## config.mk

```make
export PLATFORM = sky130hd
export DESIGN_NAME = timer_8bit_core
export DESIGN_NICKNAME = d
export VERILOG_FILES = /design/src/rtl/timer_8bit_core.sv
export SDC_FILE = /design/constraint.sdc
export NUM_CORES = 1
export LEC_CHECK = 0
export BUFFER_PORTS_ARGS = -buffer_cell sky130_fd_sc_hd__buf_2
export CAP_MARGIN = 15
export CORE_UTILIZATION = 30
export DETAILED_ROUTE_END_ITERATION = 10
export PLACE_DENSITY = 0.51
export SYNTH_ARGS = -nofsm -noshare
export SYNTH_HDL_FRONTEND = slang
export SYNTH_SLANG_ARGS = --single-unit
```

## constraint.sdc

```tcl
create_clock -name clk -period 2.15 [get_ports clk]
set_input_delay 0.1075 -clock clk [delete_from_list [all_inputs] [get_ports clk]]
set_output_delay 0.1075 -clock clk [all_outputs]
set_load 0.03 [all_outputs]
```

## src/rtl/timer_8bit_core.sv

```systemverilog
// 8-bit programmable timer: req/ack register file, /1-/8 prescaler, up/down
// counter with parallel load, sticky OVF/UDF flags gated into two interrupts.
module timer_8bit_core #(
    parameter int         ADDR_W  = 8,
    parameter logic [7:0] RST_CNT = 8'h00
) (
    input  logic              clk,
    input  logic              rst,
    input  logic              req,
    input  logic              we,
    input  logic [ADDR_W-1:0] addr,
    input  logic [7:0]        wdata,
    output logic [7:0]        rdata,
    output logic              ack,
    output logic              int_ovf,
    output logic              int_udf
);

    localparam logic [2:0] A_TDR  = 3'd0;
    localparam logic [2:0] A_TCR  = 3'd1;
    localparam logic [2:0] A_TSR  = 3'd2;
    localparam logic [2:0] A_TIER = 3'd3;
    localparam logic [2:0] A_TCNT = 3'd4;

    logic [7:0] r_tdr, r_tcnt, r_rdata;
    logic [1:0] r_cks;
    logic       r_en, r_dn, r_load;
    logic       r_ovf, r_udf, r_ovfe, r_udfe;
    logic       r_ack;
    logic [2:0] r_psc;

    logic       w_addr_rsvd, w_wr;
    logic       w_wr_tdr, w_wr_tcr, w_wr_tsr, w_wr_tier;
    logic       w_cks_chg, w_psc_run, w_tick;
    logic       w_ovf_set, w_udf_set;
    logic [2:0] w_psc_max;
    logic [7:0] w_rd_mux;

    // Any address bit above bit 2 makes the whole access reserved.
    assign w_addr_rsvd = (addr >> 3) != '0;
    assign w_wr        = req & we & ~w_addr_rsvd;
    assign w_wr_tdr    = w_wr & (addr[2:0] == A_TDR);
    assign w_wr_tcr    = w_wr & (addr[2:0] == A_TCR);
    assign w_wr_tsr    = w_wr & (addr[2:0] == A_TSR);
    assign w_wr_tier   = w_wr & (addr[2:0] == A_TIER);

    assign w_cks_chg = w_wr_tcr & (wdata[1:0] != r_cks);
    assign w_psc_run = r_en & ~r_load & ~w_cks_chg;
    assign w_tick    = w_psc_run & (r_psc == w_psc_max);

    assign w_ovf_set = w_tick & ~r_dn & (r_tcnt == 8'hFF);
    assign w_udf_set = w_tick &  r_dn & (r_tcnt == 8'h00);

    always_comb begin
        // NOTE: every always_comb output is given a default before any branch,
        // so no path can leave it unassigned and infer a latch.
        w_psc_max = 3'd0;
        case (r_cks)
            2'd0:    w_psc_max = 3'd0;
            2'd1:    w_psc_max = 3'd1;
            2'd2:    w_psc_max = 3'd3;
            default: w_psc_max = 3'd7;
        endcase
    end

    always_comb begin
        w_rd_mux = 8'h00;
        if (!w_addr_rsvd) begin
            case (addr[2:0])
                A_TDR:   w_rd_mux = r_tdr;
                A_TCR:   w_rd_mux = {r_load, 1'b0, r_dn, r_en, 2'b00, r_cks};
                A_TSR:   w_rd_mux = {6'b0, r_udf, r_ovf};
                A_TIER:  w_rd_mux = {6'b0, r_udfe, r_ovfe};
                A_TCNT:  w_rd_mux = r_tcnt;
                default: w_rd_mux = 8'h00;
            endcase
        end
    end

    // NOTE: sequential state uses non-blocking assignments so every flop
    // samples pre-edge values regardless of statement order.
    always_ff @(posedge clk) begin
        if (rst) begin
            r_tdr  <= RST_CNT;
            r_cks  <= 2'd0;
            r_en   <= 1'b0;
            r_dn   <= 1'b0;
            r_load <= 1'b0;
            r_ovfe <= 1'b0;
            r_udfe <= 1'b0;
        end else begin
            if (w_wr_tdr) r_tdr <= wdata;
            if (w_wr_tcr) begin
                r_cks  <= wdata[1:0];
                r_en   <= wdata[4];
                r_dn   <= wdata[5];
                r_load <= wdata[7];
            end
            if (w_wr_tier) begin
                r_ovfe <= wdata[0];
                r_udfe <= wdata[1];
            end
        end
    end

    always_ff @(posedge clk) begin
        if (rst) begin
            r_psc  <= 3'd0;
            r_tcnt <= RST_CNT;
            r_ovf  <= 1'b0;
            r_udf  <= 1'b0;
        end else begin
            if (!w_psc_run || w_tick) r_psc <= 3'd0;
            else                      r_psc <= r_psc + 3'd1;

            if (r_load)      r_tcnt <= r_tdr;
            else if (w_tick) r_tcnt <= r_dn ? r_tcnt - 8'd1 : r_tcnt + 8'd1;

            // A flag being set on the same edge as its W1C stays set.
            r_ovf <= w_ovf_set | (r_ovf & ~(w_wr_tsr & wdata[0]));
            r_udf <= w_udf_set | (r_udf & ~(w_wr_tsr & wdata[1]));
        end
    end

    always_ff @(posedge clk) begin
        if (rst) begin
            r_ack   <= 1'b0;
            r_rdata <= 8'h00;
        end else begin
            r_ack   <= req;
            r_rdata <= (req && !we) ? w_rd_mux : 8'h00;
        end
    end

    assign ack     = r_ack;
    assign rdata   = r_rdata;
    assign int_ovf = r_ovf & r_ovfe;
    assign int_udf = r_udf & r_udfe;

endmodule

```

Word-level counts from Yosys, hierarchy flattened
Index checks and enable logic that the tools add are counted.
{"block": "classes", "bitwise_logic": 29, "n_eq_ne": 9, "mux": 5, "add_sub_neg": 3, "n_reduce_logical": 11}
{"operator": "case mux 8 bit (5 select lines)", "n": 1}
{"operator": "2-to-1 mux 8 bit", "n": 3}
{"operator": "bitwise AND 1 bit", "n": 20}
{"operator": "case mux 3 bit (3 select lines)", "n": 1}
{"operator": "adder 8 x 1 -> 8 bit (second input constant)", "n": 1}
{"operator": "== test 8 bit (second input constant)", "n": 1}
{"operator": "zero test 8 bit", "n": 1}
{"operator": "nonzero test 8 bit", "n": 1}
{"operator": "subtractor 8 x 1 -> 8 bit (second input constant)", "n": 1}
{"operator": "NOT 1 bit", "n": 7}
{"operator": "== test 3 x 2 -> 1 bit (second input constant)", "n": 2}
{"operator": "adder 3 x 1 -> 3 bit (second input constant)", "n": 1}
{"operator": "== test 3 x 1 -> 1 bit (second input constant)", "n": 1}
{"operator": "== test 3 bit", "n": 1}
{"operator": "== test 3 bit (second input constant)", "n": 1}
{"operator": "zero test 3 bit", "n": 1}
{"operator": "OR reduction 3 bit", "n": 1}
{"operator": "== test 2 x 1 -> 1 bit (second input constant)", "n": 1}
{"operator": "== test 2 bit (second input constant)", "n": 1}
{"operator": "zero test 1 bit", "n": 2}
{"operator": "zero test 2 bit", "n": 1}
{"operator": "inequality test 2 bit", "n": 1}
{"operator": "bitwise OR 1 bit", "n": 2}
{"operator": "nonzero test 2 bit", "n": 1}
{"operator": "3 further kinds", "n": 3}
{"block": "totals", "in_bits": 20, "register_bits": 37, "out_inout_bits": 11}

Logic depth before layout (Yosys ltp)
Gate-level depths: netlist of the first run.
{"block": "logic_depth", "depth_word": 11, "ltp_mapped": 8}

Worst setup path after synthesis of the first run
OpenSTA, ideal clock, no wires.
{"block": "synth_timing", "path_kind": "input to register", "from": "input addr[3]", "to": "register r_tcnt[7]", "path_stages": 6, "path_buffers": 0, "setup_time_ps": 127, "t_required_ps": 2023, "arrival_time_ps": 2041, "setup_slack_ps": -18, "path_cell_list": "or4_4 > or4_4 > o41ai_4 > nor3_2 > and3_1 > or3_1"}
{"block": "synth_via", "elab_chain_len": 9}
{"item": "start: declaration", "line": "11", "text": "input logic [ADDR_W-1:0] addr,"}
{"item": "nonzero test 8 bit", "line": "40", "text": "assign w_addr_rsvd = (addr >> 3) != '0;"}
{"item": "NOT 1 bit", "line": "41", "text": "assign w_wr = req & we & ~w_addr_rsvd;"}
{"item": "bitwise AND 1 bit", "line": "41"}
{"item": "bitwise AND 1 bit", "line": "43", "text": "assign w_wr_tcr = w_wr & (addr[2:0] == A_TCR);"}
{"item": "bitwise AND 1 bit", "line": "47", "text": "assign w_cks_chg = w_wr_tcr & (wdata[1:0] != r_cks);"}
{"item": "NOT 1 bit", "line": "48", "text": "assign w_psc_run = r_en & ~r_load & ~w_cks_chg;"}
{"item": "bitwise AND 1 bit", "line": "48"}
{"item": "bitwise AND 1 bit", "line": "49", "text": "assign w_tick = w_psc_run & (r_psc == w_psc_max);"}
{"item": "nonzero test 2 bit (no source line)"}
{"item": "end signal: assignment", "line": "116", "text": "if (r_load) r_tcnt <= r_tdr;"}
{"item": "end signal: assignment", "line": "117", "text": "else if (w_tick) r_tcnt <= r_dn ? r_tcnt - 8'd1 : r_tcnt + 8'd1;"}
{"item": "end: declaration", "line": "25", "text": "logic [7:0] r_tdr, r_tcnt, r_rdata;"}
No other way between the ends.
A chain may end at the register's enable or synchronous reset.

Final worst setup path of the first run
{"block": "layout_timing", "from": "register r_dn", "to": "register r_tcnt[7]"}
{"block": "layout_via", "elab_chain_len": 3}
{"item": "start: declaration", "line": "27", "text": "logic r_en, r_dn, r_load;"}
{"item": "start signal: assignment", "line": "96", "text": "r_dn <= wdata[5];"}
{"item": "2-to-1 mux 8 bit (2 in series)", "line": "117"}
{"item": "2-to-1 mux 8 bit", "line": "116"}
No other way between the ends. The select of a mux whose other input is x is not followed.

==> impl_metrics.env, run 1 <==
export IMPL_num_vias=1694
export IMPL_setup_violations=0
export IMPL_coreArea_sq_mm=0.00635
export IMPL_antennaDiodeCount=0
export IMPL_post_layout_nonfiller_instances=342
export IMPL_final_layout_size_suffix_gt1_share_pct=25.3
export IMPL_synth_cells=222
export IMPL_grt_pass1_wl_microns=7820
export IMPL_place_congestion=0.762
export IMPL_io_pins=31
export IMPL_cellPowerDensity_mw_per_mm2=526
export IMPL_hold_path_class="input pin to flip-flop"
export IMPL_portBuffers=30
export IMPL_grt_setup_unrepaired="yes"
export IMPL_synth_area_sq_mm=0.00198
export IMPL_cts_root_buf="sky130_fd_sc_hd__clkbuf_8"
export IMPL_yosysSeqAreaShare_pct=37.4
export IMPL_minimum_clock_period_after_layout_ps=2030
export IMPL_period_utilization_pct=94.2
export IMPL_count_of_flip_flops_with_a_built_in_enable_after_synthesis=0
export IMPL_grt_ovfl_total=0
export IMPL_finalSetupTns_ps=0
export IMPL_share_of_power_burned_in_registers_pct=55.0
export IMPL_htree_levels=2
export IMPL_n_fill_cell=663
export IMPL_outcome="completed"
export IMPL_synth_yosys_warnings=0
export IMPL_numCtsBuffers=5
export IMPL_p_sw_share_pct=25.2
export IMPL_gr_usage_all_layers_pct=14.4
export IMPL_detail_route_iter0_violations=82
export IMPL_dr_pass1_iters=4
export IMPL_final_setup_worst_slack_ps=124
export IMPL_die_height_microns=83.3
export IMPL_clock_sinks=37
export IMPL_timing_hold_violations_final=0
export IMPL_postSynthNetCount=250
export IMPL_worst_ir_drop_vdd_v=0.000286
export IMPL_areaGrowthSynthToFinish_pct=20.8
export IMPL_total_switching_power_w=0.000318
export IMPL_maxSlewViolCount=0
export IMPL_max_freq_mhz=494
export IMPL_ys_types=44
export IMPL_cts_root_to_sink_buffers=2
export IMPL_worst_path_max_fanout=6
export IMPL_cts_tree="yes"
export IMPL_cts_clk_slew_worst_paths_ps=80
export IMPL_cellInternalPower_w=0.000943
export IMPL_power_leakage_nw=1.08
export IMPL_min_delay_path_depth=3
export IMPL_holdPathEnd="r_tdr[3]$_SDFFE_PP0P_"
export IMPL_reg2reg_slack_ps=120
export IMPL_viasPerCell=4.95
export IMPL_floorplan_initialDensity_pct=31.2
export IMPL_placed_cells_incl_taps=334
export IMPL_timing_setup_critical_path_class="flip-flop to flip-flop"
export IMPL_combPwrFrac_pct=6.0
export IMPL_post_dp_hpwl_microns=3620
export IMPL_maximum_number_of_pins_on_one_net_before_global_route_repair=25
export IMPL_crit_required_ps=2330
export IMPL_holdCritStartpoint="wdata[3]"
export IMPL_number_of_maximum_capacitance_constraint_violations=0
export IMPL_worstSkewPairLatency_ps=290
export IMPL_die_width_microns=83.3
export IMPL_post_route_drc_count=0
export IMPL_endpoint_kind="flip-flop"
export IMPL_post_drt_wl_per_cell_microns=14.0
export IMPL_final_hold_worst_slack_ps=45.0
export IMPL_worst_reg2reg_path_depth=7
export IMPL_fp_row_count=29
export IMPL_finalClockSkew_ps=4.28
export IMPL_grt_pass1_vias=1620
export IMPL_synth_ff_latch_count=37
export IMPL_grt_antenna_before_repair=0
export IMPL_fin_total_pwr_w=0.00126
export IMPL_max_slew_worst_pin_slew_ps=535
export IMPL_worst_flop_to_flop_path_endpoint="r_tcnt[7]$_SDFFE_PP0P_"
export IMPL_place_worst_setup_slack_ps=-178
export IMPL_synthesis_area_per_instance_sq_um=8.93
export IMPL_final_antenna_net_count=0
export IMPL_area_enclosed_by_the_die_boundary_sq_mm=0.00694
export IMPL_share_clk_of_total_power_pct=38.9
export IMPL_route_final_wire_length_microns=4800
export IMPL_async_reset_ff_share_pct=0
export IMPL_worstReg2RegStart="r_dn$_SDFFE_PP0P_"
export IMPL_postCtsSetupRepairBufs=0
export IMPL_ys_flop_type="sky130_fd_sc_hd__dfxtp_1"
export IMPL_design_final_nets=292
export IMPL_worst_ep_arrival_time_ps=2210
export IMPL_max_slew_margin_pct=64.2
export IMPL_cp_start_kind="flip-flop"
## layout make-up
type                    instances  area (sq um)  area share [%]
clock inverters                 3          17.5           0.731
multi-input cells             169          1190            49.6
well taps                      77          96.3            4.02
inverters                       7          26.3            1.10
repair buffers                 44           255            10.7
clock buffers                   5          68.8            2.87
flip-flops and latches         37           743            31.0
## Yosys cell counts (all sizes together), types with 2 or more instances
cell type,instances,area (sq um)
nand3b,3,22.5
xnor2,5,43.8
o21ai,3,15.0
a21oi,7,35.0
nor3,7,40.0
ha,7,87.6
dfxtp,37,741
nor2,45,169
and2,4,25.0
and3,3,18.8
nand3,4,20.0
a311oi,2,23.8
xor2,2,17.5
mux2,2,22.5
nand4,4,25.0
o211ai,2,15.0
o21a,2,15.0
buf,3,20.0
inv,7,26.3
nor4,3,18.8
a211oi,4,30.0
nor2b,4,25.0
a22oi,6,45.0
or4,4,38.8
clkbuf,6,22.5
o41ai,2,36.3
mux2i,25,250
o22ai,3,18.8
nand2,8,30.0
## stage by stage
stage / utilization [%] / area, sq um
after floorplan: - / 1980
after global placement: 36.1 / 2290
after detailed placement: 36.1 / 2290
after CTS: 37.6 / 2390
after global routing: 37.7 / 2390
final: 37.7 / 2390
## sequential cells by signal (all words and copies together) (netlist names), 2 cells and up
register,count
r_cks,2
r_psc,3
r_tcnt,8
r_tdr,8
rdata,8
## placed cells by master (no fill, tap or decap), types with 3 or more instances in the layout
cell type                   n
sky130_fd_sc_hd__mux2i_1   25
sky130_fd_sc_hd__nor2_1    45
sky130_fd_sc_hd__a22oi_1    6
sky130_fd_sc_hd__and3_1     3
sky130_fd_sc_hd__nand3b_1   3
sky130_fd_sc_hd__buf_4     14
sky130_fd_sc_hd__a211oi_1   4
sky130_fd_sc_hd__ha_1       7
sky130_fd_sc_hd__nand4_1    4
sky130_fd_sc_hd__nor4_1     3
sky130_fd_sc_hd__o22ai_1    3
sky130_fd_sc_hd__inv_1      7
sky130_fd_sc_hd__nor3_1     6
sky130_fd_sc_hd__nand2_1    8
sky130_fd_sc_hd__and2_1     4
sky130_fd_sc_hd__buf_2     30
sky130_fd_sc_hd__a21oi_1    6
sky130_fd_sc_hd__dfxtp_1   35
sky130_fd_sc_hd__clkbuf_8   5
sky130_fd_sc_hd__nand3_1    4
sky130_fd_sc_hd__nor2b_1    3
sky130_fd_sc_hd__o21ai_0    3
sky130_fd_sc_hd__xnor2_1    5
## critical path, cell delays in order, from the launching register on
cell                       delay (ps)
sky130_fd_sc_hd__dfxtp_2          360
sky130_fd_sc_hd__ha_1             290
sky130_fd_sc_hd__a21oi_2          190
sky130_fd_sc_hd__o211ai_1         170
sky130_fd_sc_hd__o41ai_2          270
sky130_fd_sc_hd__xnor2_1          140
sky130_fd_sc_hd__and3_1           150
sky130_fd_sc_hd__or3_1            350
## cells by family after synthesis
kind of cell    Yosys count  share of synthesized area [%]
simple gates             94                           24.2
flops                    37                           37.4
compound gates           33                           12.7
mux                      27                           13.8
buf+inv                  16                           3.47
fa+ha+maj                 8                           5.43
xor+xnor                  7                           3.09
## layer usage
layer | global-route usage [%] | wire, microns | up-vias
met4 | 4.70 | 51 | 0
met3 | 3.88 | 169 | 9
met1 | 19.3 | 2480 | 770
met5 | 0 | 0 | -
met2 | 22.4 | 2100 | 32
li1 | - | - | 883
## worst max path at each step
stage,slack [ps],to,start
2_1_floorplan,-20,r_tcnt[7]$_SDFFE_PP0P_,addr[3]
3_3_place_gp,-170,r_tcnt[7]$_SDFFE_PP0P_,r_dn$_SDFFE_PP0P_
3_5_place_dp,-180,r_tcnt[7]$_SDFFE_PP0P_,addr[3]
4_1_cts,10,r_tcnt[7]$_SDFFE_PP0P_,r_dn$_SDFFE_PP0P_
5_1_grt,-7,r_tcnt[7]$_SDFFE_PP0P_,r_dn$_SDFFE_PP0P_
6_report,120,r_tcnt[7]$_SDFFE_PP0P_,r_dn$_SDFFE_PP0P_
## power by group through the flow
stage / clock (W) / sequential, W / combinational, W
after floorplan: 0 / 0.000711 / 0.0000391
after global placement: 0 / 0.000710 / 0.0000761
after detailed placement: 0 / 0.000710 / 0.0000756
after CTS: 0.000508 / 0.000694 / 0.0000760
after global routing: 0.000530 / 0.000695 / 0.0000828
final: 0.000491 / 0.000694 / 0.0000759
## repair_timing
action                     CTS  global route
gates resized for setup      2             3
hold buffers                 0             0
setup endpoints to repair    1             3
Power figures use the tool's default switching activity.
==> run 2: changes to the inputs <==
==> constraint.sdc (replaced) <==
create_clock -name clk -period 1.7 [get_ports clk]
set_input_delay 0.51 -clock clk [delete_from_list [all_inputs] [get_ports clk]]
set_output_delay 0.51 -clock clk [all_outputs]
set_load 0.03 [all_outputs]
==> run 2 against run 1 <==
  * Sequential power grew 26%
  * Flip-flop and latch count unchanged
  * Die area is the same
  * First-iteration DRC count decreased by 21%
  * Clock-buffer cell count increased by 2
  * Design area increased by 15%
  * Sequential share of layout area shrank 4.1 points
  * Clock skew is 2.4 ps higher
  * The run now ends with negative setup slack left
  * Register-to-register slack got worse by 640 ps
  * Power is 34% higher
  * Critical path type is now input pin to flip-flop
  * Global-route usage is 0.97 points higher
  * Core utilization is 5.6 points higher
==> impl_metrics.env, run 2 (synthesized netlist as in run 1, its figures left out) <==
export IMPL_gr_usage_all_layers_pct=15.4
export IMPL_finish_instance_area_sq_mm=0.00275
export IMPL_maxSlewViolCount=0
export IMPL_setup_violations=23
export IMPL_post_layout_nonfiller_instances=375
export IMPL_cp_start_kind="input pin"
export IMPL_die_width_microns=83.3
export IMPL_grt_ovfl_total=0
export IMPL_final_layout_size_suffix_gt1_share_pct=35.6
export IMPL_max_slew_worst_pin_slew_ps=406
export IMPL_portBuffers=30
export IMPL_antennaDiodeCount=0
export IMPL_mostFrequentLayoutCell="sky130_fd_sc_hd__nor2_1"
export IMPL_minimum_clock_period_after_layout_ps=2400
export IMPL_detail_route_iter0_violations=65
export IMPL_timing_setup_critical_path_class="input pin to flip-flop"
export IMPL_finalSetupTns_ps=-7730
export IMPL_floorplan_initialDensity_pct=31.2
export IMPL_grt_setup_unrepaired="yes"
export IMPL_failing_checks="negative setup slack"
export IMPL_placed_cells_incl_taps=365
export IMPL_timing_hold_violations_final=0
export IMPL_finalCoreUtilization_pct=43.3
export IMPL_num_vias=1859
export IMPL_worst_ir_drop_vdd_v=0.000381
export IMPL_cts_tree="yes"
export IMPL_post_route_drc_count=0
export IMPL_cts_hold_buffers_added=0
export IMPL_htree_levels=2
export IMPL_number_of_maximum_capacitance_constraint_violations=0
export IMPL_worst_path_max_fanout=2
export IMPL_area_enclosed_by_the_die_boundary_sq_mm=0.00694
export IMPL_post_drt_wl_per_cell_microns=13.7
export IMPL_viasPerCell=4.96
export IMPL_post_dp_hpwl_microns=3950
export IMPL_grt_pass1_vias=1711
export IMPL_max_slew_margin_pct=72.7
export IMPL_worst_ep_arrival_time_ps=2570
export IMPL_die_height_microns=83.3
export IMPL_power_leakage_nw=1.26
export IMPL_io_pins=31
export IMPL_grt_antenna_before_repair=0
export IMPL_crit_required_ps=1880
export IMPL_endpoint_kind="flip-flop"
export IMPL_outcome="complete, but fails checks"
export IMPL_numCtsBuffers=5
export IMPL_place_area_sq_mm=0.00257
export IMPL_cts_root_to_sink_buffers=2
export IMPL_cts_root_buf="sky130_fd_sc_hd__clkbuf_8"
export IMPL_worstSkewPairLatency_ps=290
export IMPL_design_final_nets=325
export IMPL_cellPowerDensity_mw_per_mm2=615
export IMPL_areaGrowthSynthToFinish_pct=38.7
export IMPL_cts_clk_slew_worst_paths_ps=70
export IMPL_max_freq_mhz=417
export IMPL_final_antenna_net_count=0
export IMPL_final_setup_worst_slack_ps=-696
export IMPL_maximum_number_of_pins_on_one_net_before_global_route_repair=13
export IMPL_place_congestion=0.809
export IMPL_fp_row_count=29
export IMPL_coreArea_sq_mm=0.00635
export IMPL_route_final_wire_length_microns=5150
export IMPL_dr_pass1_iters=4
export IMPL_grt_pass1_wl_microns=8400
export IMPL_period_utilization_pct=141
export IMPL_finalClockSkew_ps=6.65
export IMPL_hold_path_class="input pin to flip-flop"
export IMPL_clock_sinks=37
export IMPL_most_frequent_cells_in_the_layout="45 x sky130_fd_sc_hd__nor2_1, 43 x sky130_fd_sc_hd__buf_4, 37 x sky130_fd_sc_hd__dfxtp_1"
[run 2: path summary, 6_finish.rpt]
check / start / depth (start not counted) / endpoint / slack [ps]
max: addr[3] / 7 / r_tcnt[7]$_SDFFE_PP0P_ / -700
min reg2reg: r_tdr[1]$_SDFFE_PP0P_ / 2 / r_tcnt[1]$_SDFFE_PP0P_ / 520
min: wdata[6] / 3 / r_tdr[6]$_SDFFE_PP0P_ / 450
max reg2reg: r_dn$_SDFFE_PP0P_ / 7 / r_tcnt[7]$_SDFFE_PP0P_ / -520
[run 2: cell type report]
type / instances / area, sq um
inverter: 7 / 26.3
fill: 633 / 3600
sequential: 37 / 741
timing repair buffer: 77 / 531
multi-input combinational: 169 / 1260
tap: 77 / 96.3
clock inverter: 1 / 5.00
clock buffer: 7 / 96.3
[run 2: worst max-delay path, cell delays in order]
cell and delay (ps):
sky130_fd_sc_hd__buf_6 90, sky130_fd_sc_hd__or4_4 530, sky130_fd_sc_hd__or4_4 510, sky130_fd_sc_hd__o41ai_4 330, sky130_fd_sc_hd__nor3_2 80, sky130_fd_sc_hd__and3_1 170
sky130_fd_sc_hd__or3_1 350
[run 2: repair_timing]
item                                    in CTS  in global routing
buffers inserted                             4                  0
endpoints found under the setup margin      28                 29
pin swaps                                    2                  5
endpoints found under the hold margin        0                  0
resized for setup                           10                  6
[run 2: power by group]
| group | total, W | internal [W] | switching, W |
|---|---|---|---|
| registers | 0.000877 | 0.000872 | 0.00000581 |
| clock network | 0.000681 | 0.000366 | 0.000314 |
| logic | 0.000135 | 0.0000631 | 0.0000716 |
[run 2: stage by stage]
step,worst slack (ps),hold WS (ps),total power [W]
floorplan,-870,442,0.000950
global placement,-1010,489,0.00102
detailed placement,-1020,497,0.00102
CTS,-682,442,0.00171
global route,-723,472,0.00177
finish,-696,450,0.00169
[run 2: layer usage]
layer / GRT usage, % / wire length [microns]
met1: 21.0 / 2490
met5: 0 / 0
met2: 24.0 / 2420
met4: 5.49 / 69
met3: 2.98 / 171
==> run 3: changes to the inputs <==
PLACE_DENSITY = 0.5   (was 0.51)
clock period = 2.8 ns   (was 1.7 ns; I/O delays follow)
==> run 3 against run 2 <==
  * The flow now finishes without violations
  * Non-clock buffer count is 38 lower
  * Via count is 8.9% lower
  * Routed wire length is 7.4% lower
  * Largest power group unchanged
  * Clock skew is 2.0 ps lower
  * Critical path depth stayed put
  * Critical path type unchanged
==> impl_metrics.env, run 3 (synthesized netlist as in run 1, its figures left out) <==
export IMPL_outcome="completed"
export IMPL_detail_route_iter0_violations=114
export IMPL_cp_endpoint="r_tcnt[7]$_SDFFE_PP0P_"
export IMPL_die_height_microns=83.3
export IMPL_io_pins=31
export IMPL_worst_ep_arrival_time_ps=2860
export IMPL_finalClockSkew_ps=4.66
export IMPL_mostFrequentLayoutCell="sky130_fd_sc_hd__nor2_1"
export IMPL_power_leakage_nw=1.04
export IMPL_cts_root_buf="sky130_fd_sc_hd__clkbuf_8"
export IMPL_period_utilization_pct=96.3
export IMPL_worst_reg2reg_path_depth=7
export IMPL_clock_sinks=37
export IMPL_final_layout_size_suffix_gt1_share_pct=20.8
export IMPL_cp_start_kind="input pin"
export IMPL_multi_input_comb_area_sq_mm=0.00117
export IMPL_reg2reg_slack_ps=410
export IMPL_fin_total_pwr_w=0.000950
export IMPL_area_enclosed_by_the_die_boundary_sq_mm=0.00694
export IMPL_final_antenna_net_count=0
export IMPL_num_vias=1693
export IMPL_htree_levels=2
export IMPL_numCtsBuffers=5
export IMPL_antennaDiodeCount=0
export IMPL_post_drt_wl_per_cell_microns=14.1
export IMPL_die_width_microns=83.3
export IMPL_cts_hold_buffers_added=0
export IMPL_setup_violations=0
export IMPL_post_dp_hpwl_microns=3610
export IMPL_place_congestion=0.761
export IMPL_minimum_clock_period_after_layout_ps=2700
export IMPL_worst_path_max_fanout=3
export IMPL_max_freq_mhz=371
export IMPL_cts_tree="yes"
export IMPL_endpoint_kind="flip-flop"
export IMPL_grt_pass1_wl_microns=7900
export IMPL_cts_clk_slew_worst_paths_ps=70
export IMPL_max_slew_margin_pct=64.9
export IMPL_worst_flop_to_flop_path_endpoint="r_tcnt[7]$_SDFFE_PP0P_"
export IMPL_route_final_wire_length_microns=4770
export IMPL_worst_setup_path_startpoint="addr[3]"
export IMPL_areaGrowthSynthToFinish_pct=18.4
export IMPL_post_route_drc_count=0
export IMPL_cellPowerDensity_mw_per_mm2=405
export IMPL_dr_pass1_iters=4
export IMPL_portBuffers=30
export IMPL_gr_usage_all_layers_pct=14.6
export IMPL_timing_setup_critical_path_class="input pin to flip-flop"
export IMPL_most_frequent_cells_in_the_layout="45 x sky130_fd_sc_hd__nor2_1, 37 x sky130_fd_sc_hd__dfxtp_1, 30 x sky130_fd_sc_hd__buf_2"
export IMPL_viasPerCell=5.02
export IMPL_register_area_sq_um=741
export IMPL_hold_path_class="flip-flop to flip-flop"
export IMPL_cts_resized=0
export IMPL_fp_row_count=29
export IMPL_grt_pass1_vias=1589
export IMPL_grt_setup_unrepaired="no"
export IMPL_grt_ovfl_total=0
export IMPL_design_final_nets=287
export IMPL_worstSkewPairLatency_ps=280
export IMPL_n_fill_cell=666
export IMPL_crit_required_ps=2970
export IMPL_worstReg2RegStart="r_dn$_SDFFE_PP0P_"
export IMPL_finalSetupTns_ps=0
export IMPL_maxSlewViolCount=0
export IMPL_number_of_maximum_capacitance_constraint_violations=0
export IMPL_coreArea_sq_mm=0.00635
export IMPL_max_slew_worst_pin_slew_ps=518
export IMPL_grt_antenna_before_repair=0
export IMPL_timing_hold_violations_final=0
export IMPL_maximum_number_of_pins_on_one_net_before_global_route_repair=20
export IMPL_floorplan_initialDensity_pct=31.2
export IMPL_worst_ir_drop_vdd_v=0.000212
export IMPL_cts_root_to_sink_buffers=2
==> run 3: power by group <==
part           switching (W)  total (W)  internal [W]
combinational      0.0000354  0.0000597     0.0000243
sequential        0.00000330   0.000533      0.000529
clock               0.000180   0.000357      0.000177
total               0.000219   0.000950      0.000731
==> run 3: timing repair <==
item	CTS	global route
endpoints found under the setup margin	0	2
hold endpoints to repair	0	0
setup buffers	0	0
==> run 3: through the flow <==
| step | hold slack, ps | instance area (sq um) | setup WS [ps] | util [%] | instances |
|---|---|---|---|---|---|
| 2_1_floorplan | 442 | 1980 | -100 | - | 222 |
| 3_3_place_gp | 465 | 2270 | -258 | 35.7 | 329 |
| 3_5_place_dp | 474 | 2270 | -268 | 35.7 | 329 |
| 4_1_cts | 492 | 2350 | 34.8 | 37.0 | 337 |
| 5_1_grt | 522 | 2350 | 48.2 | 37.0 | 337 |
| 6_report | 492 | 2350 | 103 | 37.0 | 337 |
==> run 3: worst min-delay path by stage <==
stage	endpoint	slack, ps	from	depth (start not counted)
finish	r_psc[0]$_SDFF_PP0_	490	r_psc[0]$_SDFF_PP0_	1
global route	r_psc[0]$_SDFF_PP0_	520	r_psc[0]$_SDFF_PP0_	1
CTS	r_psc[0]$_SDFF_PP0_	490	r_psc[0]$_SDFF_PP0_	1
detailed placement	r_psc[0]$_SDFF_PP0_	470	r_psc[0]$_SDFF_PP0_	1
global placement	r_psc[0]$_SDFF_PP0_	470	r_psc[0]$_SDFF_PP0_	1
floorplan	r_psc[0]$_SDFF_PP0_	440	r_psc[0]$_SDFF_PP0_	1
==> run 3: routing by layer <==
| layer | vias up | routed length, microns | global-route usage [%] |
|---|---|---|---|
| li1 | 877 | - | - |
| met1 | 778 | 2400 | 20.2 |
| met2 | 33 | 2090 | 22.5 |
| met3 | 5 | 231 | 3.18 |
| met4 | 0 | 42 | 4.70 |
| met5 | - | 0 | 0 |
==> run 3: cell type report <==
cell class | instances | area share (%)
multi-input cells | 169 | 50.0
flip-flops and latches | 37 | 31.6
repair buffers | 39 | 9.81
well taps | 77 | 4.10
clock buffers | 8 | 3.41
inverters | 7 | 1.12
==> run 3: worst max-delay path: stages <==
cell and delay [ps]:
sky130_fd_sc_hd__buf_2 100, sky130_fd_sc_hd__or4_4 520, sky130_fd_sc_hd__or4_4 510, sky130_fd_sc_hd__o41ai_4 270
sky130_fd_sc_hd__nor3_2 90, sky130_fd_sc_hd__and3_1 170, sky130_fd_sc_hd__or3_1 350
